`config.mk`:
```
export PLATFORM = sky130hd
export DESIGN_NAME = rv32v_red_sequencer
export DESIGN_NICKNAME = d
export VERILOG_FILES = /design/src/rtl/rv32v_types_pkg.sv /design/src/rtl/rv32v_red_alu.sv /design/src/rtl/rv32v_red_sequencer.sv
export SDC_FILE = /design/constraint.sdc
export NUM_CORES = 1
export LEC_CHECK = 0
export CORE_UTILIZATION = 30
export CTS_BUF_LIST = sky130_fd_sc_hd__clkbuf_8
export DETAILED_ROUTE_END_ITERATION = 8
export PLACE_DENSITY = 0.6
export SLEW_MARGIN = 25
export SYNTH_ARGS = -nofsm -noshare
export SYNTH_HDL_FRONTEND = slang
export SYNTH_SLANG_ARGS = --single-unit
```
`constraint.sdc`:
```
create_clock -name CLK -period 4.31 [get_ports CLK]
set_input_delay 0.431 -clock CLK [delete_from_list [all_inputs] [get_ports CLK]]
set_output_delay 0.431 -clock CLK [all_outputs]
set_load 0.02 [all_outputs]
```
`src/rtl/rv32v_types_pkg.sv`:
```
// Shared vector-unit types plus the reduction sequencer state, op record and operand helpers.
package rv32v_types_pkg;

    localparam int unsigned XLEN = 32;

    typedef enum logic [3:0] {
        VALU_ADD = 4'd0,
        VALU_SUB = 4'd1,
        VALU_AND = 4'd2,
        VALU_OR  = 4'd3,
        VALU_XOR = 4'd4,
        VALU_MIN = 4'd5,
        VALU_MAX = 4'd6,
        VALU_SLL = 4'd7,
        VALU_SRL = 4'd8,
        VALU_SRA = 4'd9
    } valuop_t;

    typedef enum logic [1:0] {
        SEW8  = 2'd0,
        SEW16 = 2'd1,
        SEW32 = 2'd2
    } vsew_t;

    typedef enum logic [1:0] {
        RED_IDLE,
        RED_FETCH,
        RED_DRAIN,
        RED_DONE
    } red_state_t;

    // Op fields latched at start and held for the whole reduction.
    typedef struct packed {
        valuop_t op;
        logic    uns;
        vsew_t   sew;
    } red_op_t;

    // Operations the reduction unit can fold.
    function automatic logic red_legal_op(input valuop_t op);
        case (op)
            VALU_ADD, VALU_AND, VALU_OR, VALU_XOR, VALU_MIN, VALU_MAX: return 1'b1;
            default: return 1'b0;
        endcase
    endfunction

    // Low-SEW-bit mask for the final result.
    function automatic logic [XLEN-1:0] sew_mask(input vsew_t sew);
        case (sew)
            SEW8:    return 32'h0000_00ff;
            SEW16:   return 32'h0000_ffff;
            default: return 32'hffff_ffff;
        endcase
    endfunction

    // Truncate to SEW, then sign- or zero-extend back to XLEN.
    function automatic logic [XLEN-1:0] sew_extend(input logic [XLEN-1:0] x, input vsew_t sew,
                                                   input logic uns);
        case (sew)
            SEW8:    return uns ? {24'h0, x[7:0]}  : {{24{x[7]}}, x[7:0]};
            SEW16:   return uns ? {16'h0, x[15:0]} : {{16{x[15]}}, x[15:0]};
            default: return x;
        endcase
    endfunction

endpackage

```
`src/rtl/rv32v_red_alu.sv`:
```
// Combinational fold of one element into the extended accumulator.
module rv32v_red_alu
    import rv32v_types_pkg::*;
(
    input  logic [XLEN-1:0] acc,
    input  logic [XLEN-1:0] elem,
    input  valuop_t         op,
    input  vsew_t           sew,
    input  logic            uns,
    output logic [XLEN-1:0] acc_next_c
);

    logic [XLEN-1:0] elem_x;
    logic [XLEN-1:0] raw;
    logic            acc_lt;

    // Extend the element, compare, and re-extend so ADD wraps at SEW.
    always_comb begin
        elem_x = sew_extend(elem, sew, uns);
        acc_lt = uns ? (acc < elem_x) : ($signed(acc) < $signed(elem_x));
        case (op)
            VALU_ADD: raw = acc + elem_x;
            VALU_AND: raw = acc & elem_x;
            VALU_OR:  raw = acc | elem_x;
            VALU_XOR: raw = acc ^ elem_x;
            VALU_MIN: raw = acc_lt ? acc : elem_x;
            VALU_MAX: raw = acc_lt ? elem_x : acc;
            default:  raw = acc;
        endcase
        acc_next_c = sew_extend(raw, sew, uns);
    end

endmodule

```
`src/rtl/rv32v_red_sequencer.sv`:
```
// VFU_RED controller: fetches vs2[0..vl-1] over a pipelined read port and folds active
// elements into an accumulator seeded from vs1[0].
module rv32v_red_sequencer
    import rv32v_types_pkg::*;
#(
    parameter int unsigned MAX_OUTSTANDING = 4,
    parameter int unsigned VLMAX           = 32
) (
    input  logic                       CLK,
    input  logic                       nRST,
    input  logic                       start,
    input  valuop_t                    valuop,
    input  logic                       vopunsigned,
    input  vsew_t                      vsew,
    input  logic [$clog2(VLMAX):0]     vl,
    input  logic                       vm,
    input  logic [31:0]                scalar_init,
    input  logic                       flush,
    output logic                       busy,
    output logic                       illegal,
    output logic                       elem_req_valid,
    input  logic                       elem_req_ready,
    output logic [$clog2(VLMAX)-1:0]   elem_idx,
    input  logic                       elem_rsp_valid,
    input  logic [31:0]                elem_rsp_data,
    input  logic                       elem_rsp_mask,
    output logic                       done,
    output logic                       result_we,
    output logic [31:0]                result
);

    localparam int unsigned VL_W  = $clog2(VLMAX) + 1;
    localparam int unsigned IDX_W = $clog2(VLMAX);

    red_state_t      state_q, state_d;
    red_op_t         op_q, op_d;
    logic [VL_W-1:0] vl_q, vl_d;
    logic            vm_q, vm_d;
    logic [XLEN-1:0] acc_q, acc_d;
    logic [VL_W-1:0] req_cnt_q, req_cnt_d;
    logic [VL_W-1:0] rsp_cnt_q, rsp_cnt_d;

    logic              busy_q, busy_d;
    logic              illegal_q, illegal_d;
    logic              req_valid_q, req_valid_d;
    logic [IDX_W-1:0]  elem_idx_q, elem_idx_d;
    logic              done_q, done_d;
    logic              result_we_q, result_we_d;
    logic [XLEN-1:0]   result_q, result_d;

    logic [VL_W-1:0] outstanding;
    logic [VL_W-1:0] outstanding_d;
    logic            req_fire;
    logic            rsp_fire;
    logic [XLEN-1:0] alu_acc_c;

    rv32v_red_alu u_alu (
        .acc        (acc_q),
        .elem       (elem_rsp_data),
        .op         (op_q.op),
        .sew        (op_q.sew),
        .uns        (op_q.uns),
        .acc_next_c (alu_acc_c)
    );

    // Next-state, counter, accumulator and registered-output logic.
    always_comb begin
        state_d     = state_q;
        op_d        = op_q;
        vl_d        = vl_q;
        vm_d        = vm_q;
        acc_d       = acc_q;
        req_cnt_d   = req_cnt_q;
        rsp_cnt_d   = rsp_cnt_q;
        illegal_d   = 1'b0;

        outstanding = req_cnt_q - rsp_cnt_q;
        req_fire    = req_valid_q && elem_req_ready;
        rsp_fire    = elem_rsp_valid && (outstanding != '0) &&
                      ((state_q == RED_FETCH) || (state_q == RED_DRAIN));

        // Responses come back in request order; rsp_fire is already state-gated.
        if (rsp_fire) begin
            rsp_cnt_d = rsp_cnt_q + VL_W'(1);
            if (vm_q || elem_rsp_mask) begin
                acc_d = alu_acc_c;
            end
        end

        case (state_q)
            RED_IDLE: begin
                if (start && !flush) begin
                    if (red_legal_op(valuop)) begin
                        op_d.op   = valuop;
                        op_d.uns  = vopunsigned;
                        op_d.sew  = vsew;
                        vl_d      = vl;
                        vm_d      = vm;
                        acc_d     = sew_extend(scalar_init, vsew, vopunsigned);
                        req_cnt_d = '0;
                        rsp_cnt_d = '0;
                        state_d   = (vl == '0) ? RED_DONE : RED_FETCH;
                    end else begin
                        illegal_d = 1'b1;
                    end
                end
            end
            RED_FETCH: begin
                if (req_fire) begin
                    req_cnt_d = req_cnt_q + VL_W'(1);
                end
                if (req_cnt_d == vl_q) begin
                    state_d = RED_DRAIN;
                end
            end
            RED_DRAIN: begin
                if (rsp_cnt_q == vl_q) begin
                    state_d = RED_DONE;
                end
            end
            RED_DONE: begin
                state_d = RED_IDLE;
            end
            default: begin
                state_d = RED_IDLE;
            end
        endcase

        // Abort drops everything; in-flight responses are ignored once back in IDLE.
        if (flush && (state_q != RED_IDLE)) begin
            state_d   = RED_IDLE;
            op_d      = '0;
            vl_d      = '0;
            vm_d      = 1'b0;
            acc_d     = '0;
            req_cnt_d = '0;
            rsp_cnt_d = '0;
        end

        outstanding_d = req_cnt_d - rsp_cnt_d;
        busy_d        = (state_d != RED_IDLE);
        req_valid_d   = (state_d == RED_FETCH) && (req_cnt_d < vl_d) &&
                        (outstanding_d < VL_W'(MAX_OUTSTANDING));
        elem_idx_d    = req_valid_d ? req_cnt_d[IDX_W-1:0] : '0;
        done_d        = (state_d == RED_DONE);
        result_we_d   = done_d && (vl_d != '0);
        result_d      = done_d ? (acc_d & sew_mask(op_d.sew)) : '0;
    end

    // State, datapath and output registers.
    always_ff @(posedge CLK or negedge nRST) begin
        if (!nRST) begin
            state_q     <= RED_IDLE;
            op_q        <= '0;
            vl_q        <= '0;
            vm_q        <= 1'b0;
            acc_q       <= '0;
            req_cnt_q   <= '0;
            rsp_cnt_q   <= '0;
            busy_q      <= 1'b0;
            illegal_q   <= 1'b0;
            req_valid_q <= 1'b0;
            elem_idx_q  <= '0;
            done_q      <= 1'b0;
            result_we_q <= 1'b0;
            result_q    <= '0;
        end else begin
            state_q     <= state_d;
            op_q        <= op_d;
            vl_q        <= vl_d;
            vm_q        <= vm_d;
            acc_q       <= acc_d;
            req_cnt_q   <= req_cnt_d;
            rsp_cnt_q   <= rsp_cnt_d;
            busy_q      <= busy_d;
            illegal_q   <= illegal_d;
            req_valid_q <= req_valid_d;
            elem_idx_q  <= elem_idx_d;
            done_q      <= done_d;
            result_we_q <= result_we_d;
            result_q    <= result_d;
        end
    end

    assign busy           = busy_q;
    assign illegal        = illegal_q;
    assign elem_req_valid = req_valid_q;
    assign elem_idx       = elem_idx_q;
    assign done           = done_q;
    assign result_we      = result_we_q;
    assign result         = result_q;

    // A response with nothing in flight means the read port broke protocol.
    a_no_orphan_rsp: assert property (@(posedge CLK) disable iff (!nRST)
        (elem_rsp_valid && !flush && ((state_q == RED_FETCH) || (state_q == RED_DRAIN)))
        |-> (outstanding != '0));

    // Request throttling must keep in-flight elements within the window.
    a_window: assert property (@(posedge CLK) disable iff (!nRST)
        outstanding <= VL_W'(MAX_OUTSTANDING));

endmodule

```
== After elaboration in Yosys (flattened, before gate mapping) ==
Index checks and enable logic that the tools add are counted.
Storage, ports and cells
  output and inout bits: 42
  memory bits (writable): 0
  input bits: 85
  register bits: 102
  memories: 0
  logic and storage cells: 134
  bits in latches: 0
  ROM bits: 0
Cells by class
  eq/ne operators: 20
  reduce and logical (&&, ||, !) cells: 27
  magnitude comparators: 4
  $add $sub $neg: 5
  shift operators: 0
  mux-type cells: 58
  $mul: 0
  bitwise operators: 4
  div/mod/pow operators: 0
Operators with widths (count)
  $mux 32: 15
  $pmux 32 s2: 4
  $pmux 32 s6: 1
  $mux 6: 14
  $and 32x32->32: 2
  $lt 32x32->1: 2
  $add 32x32->32: 1
  $or 32x32->32: 1
  $xor 32x32->32: 1
  $mux 7: 4
  $eq 4x3->1 const B: 6
  $eq 4x2->1 const B: 4
  $add 6x1->6 const B: 2
  $eq 6x6->1: 2
  $mux 2: 6
  $pmux 6 s2: 1
  $reduce_bool 6->1: 2
  $sub 6x6->6: 2
  $mux 1: 11
  $eq 2x1->1 const B: 5
  $reduce_bool 2->1: 5
  $logic_and 1x1->1: 8
  $logic_not 2->1: 4
  $logic_not 4->1: 2
  other kinds (10): 13

== Longest topological paths before layout ==
Gate-level depths: netlist of the first run.
  word-level depth: 16
  gate-level depth with buffers: 20
  gate-level depth less buffers: 18

== Cells and area by module ==
From an unflattened synthesis of the first run, not the netlist that was laid out.
Second synthesis, totals
  cell total of the unflattened synthesis: 1230
  area, all modules: 10113.4 sq um
Modules (own cells, without submodules)
  rv32v_red_sequencer: times used 1, area an instance 5320.1 sq um, sequential area each 2552.4 sq um, cells an instance 503
  rv32v_red_alu: times used 1, area an instance 4793.3 sq um, sequential area each 0.0 sq um, cells an instance 727

== Worst setup path before layout of the first run ==
Ideal clock, no wire load.
  path type: reg2reg
  from: register op_q[0] (netlist name)
  to: register result_q[18] (netlist: result[18])
  arrival: 4514 ps
  required time: 4188 ps
  clock period less this slack: 4636 ps
  cell stages (with the launch flop): 21
  library setup time: 122 ps
  path buffers: 4
  slack: -326 ps
  cells stage by stage: dfrtp_1 clkbuf_1 or2_2 clkbuf_1 nor3_1 a21o_1 inv_1 ha_1 buf_6 nor4_4 nand3_2 a211oi_2 nor4_1 o311a_4 or4b_1 o211ai_2 nor3_2 a311oi_4 buf_6 o211ai_2 o2111a_1
Between the ends
  longest elaborated chain between the ends: 16
  elaborated cells on any way between the ends: 31
  those cells by class: add/sub (1); order compare (2); eq/ne (2); mux (20); bitwise (4); reduce/logical (2)
Ends and longest elaborated chain
  start: declaration: RTL line rv32v_red_sequencer.sv:36  | red_op_t op_q, op_d;
  start signal: assignment: RTL line rv32v_red_sequencer.sv:169  | op_q <= op_d;
  $eq 2x1->1 / $logic_not 2->1 (equally long branches): RTL line rv32v_types_pkg.sv:59  | case (sew)
  $pmux 32 s2: RTL line rv32v_types_pkg.sv:59
  $lt 32x32->1: RTL line rv32v_red_alu.sv:20  | acc_lt = uns ? (acc < elem_x) : ($signed(acc) < $signed(elem_x));
  $mux 1: RTL line rv32v_red_alu.sv:20
  $mux 32, on equally long branches: RTL line rv32v_red_alu.sv:27, rv32v_red_alu.sv:26
  $pmux 32 s6: RTL line rv32v_red_alu.sv:21  | case (op)
  $mux 32, on equally long branches: RTL line rv32v_types_pkg.sv:61, rv32v_types_pkg.sv:60
  $pmux 32 s2: RTL line rv32v_types_pkg.sv:59
  $mux 32: RTL line rv32v_red_sequencer.sv:85  | if (vm_q || elem_rsp_mask) begin
  $mux 32: RTL line rv32v_red_sequencer.sv:83  | if (rsp_fire) begin
  $mux 32: RTL line rv32v_red_sequencer.sv:93  | if (red_legal_op(valuop)) begin
  $mux 32: RTL line rv32v_red_sequencer.sv:92  | if (start && !flush) begin
  $mux 32: RTL line rv32v_red_sequencer.sv:90  | case (state_q)
  $mux 32: RTL line rv32v_red_sequencer.sv:130  | if (flush && (state_q != RED_IDLE)) begin
  $and 32x32->32 *: RTL line rv32v_red_sequencer.sv:147  | result_d = done_d ? (acc_d & sew_mask(op_d.sew)) : '0;
  $mux 32 *: RTL line rv32v_red_sequencer.sv:147
  via result_d[18]: RTL line rv32v_red_sequencer.sv:49  | logic [XLEN-1:0] result_q, result_d;
  end signal: assignment: RTL line rv32v_red_sequencer.sv:181  | result_q <= result_d;
  end: declaration: RTL line rv32v_red_sequencer.sv:49
The timed path passes the listed nets; every way through them passes the cells marked *. The select of a mux whose other input is x is not followed.
A chain may end at the register's enable or synchronous reset.

== Worst setup path after layout of the first run ==
  from: register op_q[1] (netlist name)
  to: register result_q[27] (netlist: result[27])
Between the ends
  longest elaborated chain between the ends: 16
  elaborated cells on any way between the ends: 31
  those cells by class: add/sub (1); order compare (2); eq/ne (2); mux (20); bitwise (4); reduce/logical (2)
Ends and longest elaborated chain
  $eq 2x1->1 / $logic_not 2->1 (equally long branches): RTL line rv32v_types_pkg.sv:59
  $pmux 32 s2: RTL line rv32v_types_pkg.sv:59
  $lt 32x32->1: RTL line rv32v_red_alu.sv:20
  $mux 1: RTL line rv32v_red_alu.sv:20
  $mux 32, on equally long branches: RTL line rv32v_red_alu.sv:27, rv32v_red_alu.sv:26
  $pmux 32 s6: RTL line rv32v_red_alu.sv:21
  $mux 32, on equally long branches: RTL line rv32v_types_pkg.sv:61, rv32v_types_pkg.sv:60
  $pmux 32 s2 *: RTL line rv32v_types_pkg.sv:59
  [2 not listed]
  $mux 32: RTL line rv32v_red_sequencer.sv:93
  $mux 32: RTL line rv32v_red_sequencer.sv:92
  $mux 32 *: RTL line rv32v_red_sequencer.sv:90
  $mux 32 *: RTL line rv32v_red_sequencer.sv:130
  via acc_d[27]: RTL line rv32v_red_sequencer.sv:39  | logic [XLEN-1:0] acc_q, acc_d;
  $and 32x32->32 *: RTL line rv32v_red_sequencer.sv:147
  $mux 32 *: RTL line rv32v_red_sequencer.sv:147
  via result_d[27]: RTL line rv32v_red_sequencer.sv:49
Marks and branches as above.

==> metrics.yaml, run 1 <==
status:
  violations: "negative setup slack"
  status: "finished with violations"
route:
  routed_via_density: 5.366
  routed-via-count: 10743
  firstDrtPassIters: 5
  drt-initial-drc-count: 807
  drt-total-wl_um: 38860
  drc: 0
  wl_per_cell_um: 19.41
  ant_nets: 0
finish:
  final_layout_size_suffix_gt1_share_pct: 23.33
  area_delta_synth_final_pct: 42.69
  fill_cells: 3282
  instances_no_fill: 2002
  nets: 1756
  n_antenna_cell: 0
sta:
  fin_crit_ns: 4.355
  finalCritPeriodShare_pct: 101.0
  clock_skew_ns: 0.02823
  maxSlewViolCount: 0
  layout_setup_ws_ns: -0.04497
  slew_headroom_pct: 27.12
  fin_tns_setup_ns: -0.2161
  rsz0062_at_grt: "true"
  fmax_mhz: 229.6
  finalHoldViolations: 0
  setup_viol: 9
  worst_pin_slew_ns: 1.089
placement:
  dp.cells: 1968
  place.gp.congestion: 0.9407
  io_buffers: 126
  hpwl_um: 30460
synthesis:
  synth_top_cell_area_share_pct: 25.52
  syn_nets: 1458
  ys_seq_area_share_pct: 25.52
  ys_ff_latch: 102
  synth_cells: 1257
  ys_top_cells_by_area: "dfrtp_1 26%, ha_1 14%, o21ai_0 5.5%"
  ys_warn_count: 0
  synth_top_area_cell: "dfrtp_1"
  ys_types: 88
  ys_top_cells_by_count: "118 x nor2_1, 115 x ha_1, 110 x o21ai_0, 102 x dfrtp_1, 101 x inv_1"
  synth.most_common_cell: "nor2_1"
  synth-edff-count: 0
  netlist_area_um2: 10000
  async_flop_share_pct: 100.0
  syn_avg_cell_area_um2: 7.957
  synth-main-ff-cell: "dfrtp_1"
pwr:
  p_per_area_nw_per_um2: 694.9
  ir_drop_mv: 0.2561
  p_leak_nw: 6.465
setup_path:
  r2r_start: "op_q[1]"
  rr_worst_depth: 20
  reg2reg_to: "result[27]"
  crit_type: "reg -> reg"
  startpoint_type: "flip-flop"
  crit_path_end_kind: "flip-flop"
  crit_fanout: 7
  rrSetupSlack_ns: -0.04
  slowest_stage: "or4b_4"
  slowest_delay_ns: 0.52
  crit_arrival_ns: 4.65
  critPathRequiredTime_ns: 4.60
  crit_chain: "or2_4, nor3_4, buf_6, a21o_1, inv_1, ha_1, buf_4, inv_1, a21oi_1, a21boi_1, nor4_4, o311a_4, or4b_4, o211ai_4, nor3_4, a311oi_4, buf_6, buf_12, a31oi_4, and2_1"
cts:
  clock-root-buffer: "clkbuf_8"
  cts_sinks: 102
  clock_path_buffers: 2
  clk_pin_slew_ns: 0.12
  cts_tree: "yes"
  clock_latency_ns: 0.42
  h-tree-depth: 3
  cts_buffers: 9
grt:
  grt_max_degree: 46
  grt_pass1_wl_um: 58650
  grt-ovfl-total: 0
  grt.total_usage_pct: 22.61
  antenna_found_initial: 0
  grt_pass1_vias: 10216
floorplan:
  num_io_pins: 127
  core_um2: 32700
  initial_utilization_pct: 30.59
  die_w_um: 184.6
  rows: 66
  die_area_um2: 34080
  fp.dieH_um: 184.6
hold_path:
  holdCritPathClass: "in -> async"
job:
  cap_viol_max_count: 0
==> worst max-delay path: cells and delay by family, from the launching register on <==
family | cells | cell delay [ns]
buffers and inverters | 6 | 0.80
AOI/OAI and AO/OA | 7 | 1.33
and+or+nand+nor | 6 | 1.35
DFF | 1 | 0.41
adders and majority gates | 1 | 0.33
==> cells by family (layout without fill, tap and decap cells) <==
kind of cell,count (synthesis),count (layout),synth area share (%)
AOI/OAI and AO/OA,419,419,28.37
xor gates and xnor gates,51,51,4.616
adders and majority gates,116,116,14.59
buffers and inverters,173,476,6.918
DFF,102,102,25.52
muxes,5,5,0.5129
and+or+nand+nor,391,391,19.48
==> where the power goes <==
part | leakage, nW | total [mW] | switching, mW | internal, mW
registers | 1.39 | 1.44 | 0.288 | 1.16
logic | 4.98 | 7.86 | 4.24 | 3.62
clock network | 0.0949 | 0.614 | 0.391 | 0.223
total | 6.47 | 9.92 | 4.92 | 5.00
==> state kept, by name (all words and copies together), names as in the netlist, 2 cells and up <==
name	count
state_q	2
op_q	7
vl_q	6
acc_q	32
elem_idx	5
rsp_cnt_q	6
result	32
req_cnt_q	6
==> area by class of cell <==
class | instances | area, um^2 | area share, %
clock buffers | 9 | 123.9 | 0.8679
clock inverters | 7 | 66.31 | 0.4646
inverters | 101 | 379.1 | 2.656
multi-input cells | 982 | 7506 | 52.59
flip-flops and latches | 102 | 2552 | 17.88
well taps | 442 | 553.0 | 3.875
repair buffers | 359 | 3092 | 21.66
==> cell usage in the layout, fill, tap and decap left out, types with 14 or more instances in the layout <==
master,synthesis,final
a21o_1,20,20
a21oi_1,88,83
a221oi_1,34,28
a31oi_1,23,17
and2_1,29,24
and3_1,18,18
buf_4,1,222
clkdlybuf4s50_1,0,124
dfrtp_1,102,102
ha_1,115,102
inv_1,101,99
nand2_1,90,89
nand2b_1,18,18
nand3_1,17,16
nand4_1,14,14
nor2_1,118,112
nor3_1,26,20
o21a_1,27,24
o21ai_0,110,102
xnor2_1,35,34
xor2_1,15,15
==> metrics by stage <==
step	total power, mW	hold slack (ns)	cell area (um^2)	util (%)	worst slack (ns)
floorplan	5.348	0.1354	10050	-	-0.01010
global placement	8.297	0.4640	13210	40.38	-0.7143
detailed placement	8.314	0.4627	13210	40.39	-0.7028
CTS	9.084	0.01596	13520	41.33	0.009670
global route	10.63	0.04365	14270	43.64	-0.2063
finish	9.917	0.02050	14270	43.64	-0.04497
==> worst max-delay path by stage <==
stage	startpoint	depth (start not counted)	end	slack [ns]
2_1_floorplan	op_q[0]	20	result[18]	-0.01
3_3_place_gp	elem_rsp_data[15]	20	result[12]	-0.71
3_5_place_dp	elem_rsp_data[15]	20	result[12]	-0.70
4_1_cts	op_q[1]	18	acc_q[30]	0.01
5_1_grt	op_q[1]	20	result[27]	-0.21
6_report	op_q[1]	20	result[27]	-0.04
==> per-layer routing <==
layer	wire [um]	share of wire [%]	up-vias	GRT usage, %
met5	0	0	-	0
met4	822	2.1	0	7.333
met3	1914	4.9	52	2.233
met2	18010	46	340	36.08
met1	18110	47	5245	31.75
li1	-	-	5106	-
==> timing repair <==
action,in CTS,in global routing
endpoints found under the setup margin,64,68
resized for setup,21,115
gates cloned,0,1
setup buffers,4,16
pin swaps,9,45
hold buffers,0,0
(Power assumes the default switching activity.)
==> inputs of run 2 (changes only) <==
--- a/config.mk
+++ b/config.mk
@@ -8,7 +8,9 @@
 export CORE_UTILIZATION = 30
 export CTS_BUF_LIST = sky130_fd_sc_hd__clkbuf_8
 export DETAILED_ROUTE_END_ITERATION = 8
+export GPL_TIMING_DRIVEN = 0
 export PLACE_DENSITY = 0.6
+export SKIP_CTS_REPAIR_TIMING = 1
 export SLEW_MARGIN = 25
 export SYNTH_ARGS = -nofsm -noshare
 export SYNTH_HDL_FRONTEND = slang
==> metrics.yaml, run 2 (same netlist as run 1, synthesis figures left out) <==
route:
  routed_via_density: 5.603
  drt-initial-drc-count: 744
  routed-via-count: 10635
  firstDrtPassIters: 5
  wl_per_cell_um: 21.04
  drc: 0
  drt-total-wl_um: 39930
  ant_nets: 0
floorplan:
  fp.dieH_um: 184.6
  num_io_pins: 127
  core_um2: 32700
  initial_utilization_pct: 30.59
  die_w_um: 184.6
  die_area_um2: 34080
  rows: 66
sta:
  rsz0062_at_grt: "true"
  fin_crit_ns: 4.771
  fin_tns_setup_ns: -19.96
  timing.hold.ws_ns: 0.4866
  setup_viol: 63
  clock_skew_ns: 0.02720
  fmax_mhz: 209.6
  layout_setup_ws_ns: -0.4611
  finalCritPeriodShare_pct: 110.7
  maxSlewViolCount: 0
  finalHoldViolations: 0
  slew_headroom_pct: 31.77
  worst_pin_slew_ns: 1.023
cts:
  cts_tree: "yes"
  clk_pin_slew_ns: 0.11
  clock-root-buffer: "clkbuf_8"
  cts_sinks: 102
  clock_path_buffers: 2
  h-tree-depth: 3
  clock_latency_ns: 0.41
  cts_buffers: 9
pwr:
  p_comb_share_pct: 77.0
  p_leak_nw: 5.934
  clock_power_share_pct: 7.3
  p_sw_mw: 4.915
  netSwitchingFraction_pct: 52.73
  ir_drop_mv: 0.2463
  power.total_mw: 9.321
  internal_power_mw: 4.406
  p_per_area_nw_per_um2: 674.0
  seq_power_share_pct: 15.7
finish:
  final_common_cell: "clkdlybuf4s50_1"
  final_cell_mix: "124 x clkdlybuf4s50_1, 111 x nor2_1, 102 x ha_1"
  n_antenna_cell: 0
  area_delta_synth_final_pct: 38.27
  final_layout_size_suffix_gt1_share_pct: 18.54
  final_cell_area_um2: 13830
  fill_cells: 3251
  multi_input_area_um2: 7836
  register_area_um2: 2559
  nets: 1652
  instances_no_fill: 1898
  final_core_util_pct: 42.29
job:
  cap_viol_max_count: 0
setup_path:
  crit_fanout: 10
  startpoint_type: "primary input"
  crit_type: "in -> reg"
  crit_arrival_ns: 5.05
  crit_path_end_kind: "flip-flop"
  critPathRequiredTime_ns: 4.59
grt:
  grt_pass1_vias: 9756
  grt-ovfl-total: 0
  antenna_found_initial: 0
  grt_pass1_wl_um: 58040
  grt.total_usage_pct: 22.51
  grt_max_degree: 65
placement:
  pre_cts_slack_ns: -2.400
  dp.cells: 1828
  io_buffers: 126
  place.gp.congestion: 0.9974
  hpwl_um: 29950
  placed_area_um2: 11920
hold_path:
  holdCritPathClass: "in -> async"
status:
  violations: "negative setup slack"
  status: "finished with violations"
[run 2: cell count changes in the layout (fill, tap and decap cells not counted), moves of 6 or more]
cell and delta:
buf_6 +8, buf_8 +6, o21ai_0 -9, buf_2 +7, a221oi_1 -9, buf_4 -171
a221oi_2 +7, clkbuf_1 +39
[run 2: power by group through the flow]
stage / clock (mW) / combinational, mW / sequential [mW]
after floorplan: 0 / 3.97 / 1.37
after global placement: 0 / 5.51 / 1.44
after detailed placement: 0 / 5.55 / 1.45
after CTS: 0.695 / 5.59 / 1.43
after global routing: 0.732 / 7.71 / 1.49
final: 0.682 / 7.18 / 1.46
[run 2: layer usage]
metal | GRT usage (%) | wire length [um]
met1 | 30.84 | 17360
met5 | 0 | 0
met3 | 2.588 | 2466
met4 | 6.333 | 1120
met2 | 37.03 | 18980
[run 2: cell type report]
| cell class | instances | area share, % |
|---|---|---|
| clock buffer | 9 | 0.8957 |
| tap | 442 | 3.999 |
| timing repair buffer | 194 | 13.78 |
| multi-input combinational | 982 | 56.66 |
| inverter | 101 | 2.768 |
| clock inverter | 7 | 0.6424 |
| sequential | 102 | 18.50 |
| buffer | 61 | 2.750 |
[run 2: worst max-delay path: stages]
cell and delay (ns):
clkdlybuf4s50_1 0.61, mux2i_2 0.15, o21ai_4 0.21, buf_12 0.14, buf_12 0.13, o21a_4 0.15, inv_2 0.05, ha_4 0.26
nor4_4 0.44, nand4_1 0.31, a21oi_2 0.27, nor4_4 0.10, o311a_4 0.18, or4b_4 0.57, o211ai_4 0.14, nor3_4 0.09
a311oi_4 0.21, buf_6 0.19, buf_8 0.14, o211ai_4 0.08, o2111a_1 0.15
[run 2: path summary, 6_finish.rpt]
| check | from | end | slack (ns) | cells after the start |
|---|---|---|---|---|
| worst max-delay path | elem_rsp_data[15] | result[18] | -0.46 | 21 |
| min in group CLK | vm_q | vm_q | 0.54 | 2 |
| max in group asynchronous | nRST | done | 3.14 | 3 |
| worst min register to register | vm_q | vm_q | 0.54 | 2 |
| worst min-delay path | nRST | result[25] | 0.49 | 2 |
| worst max register to register | op_q[0] | result[18] | -0.39 | 21 |
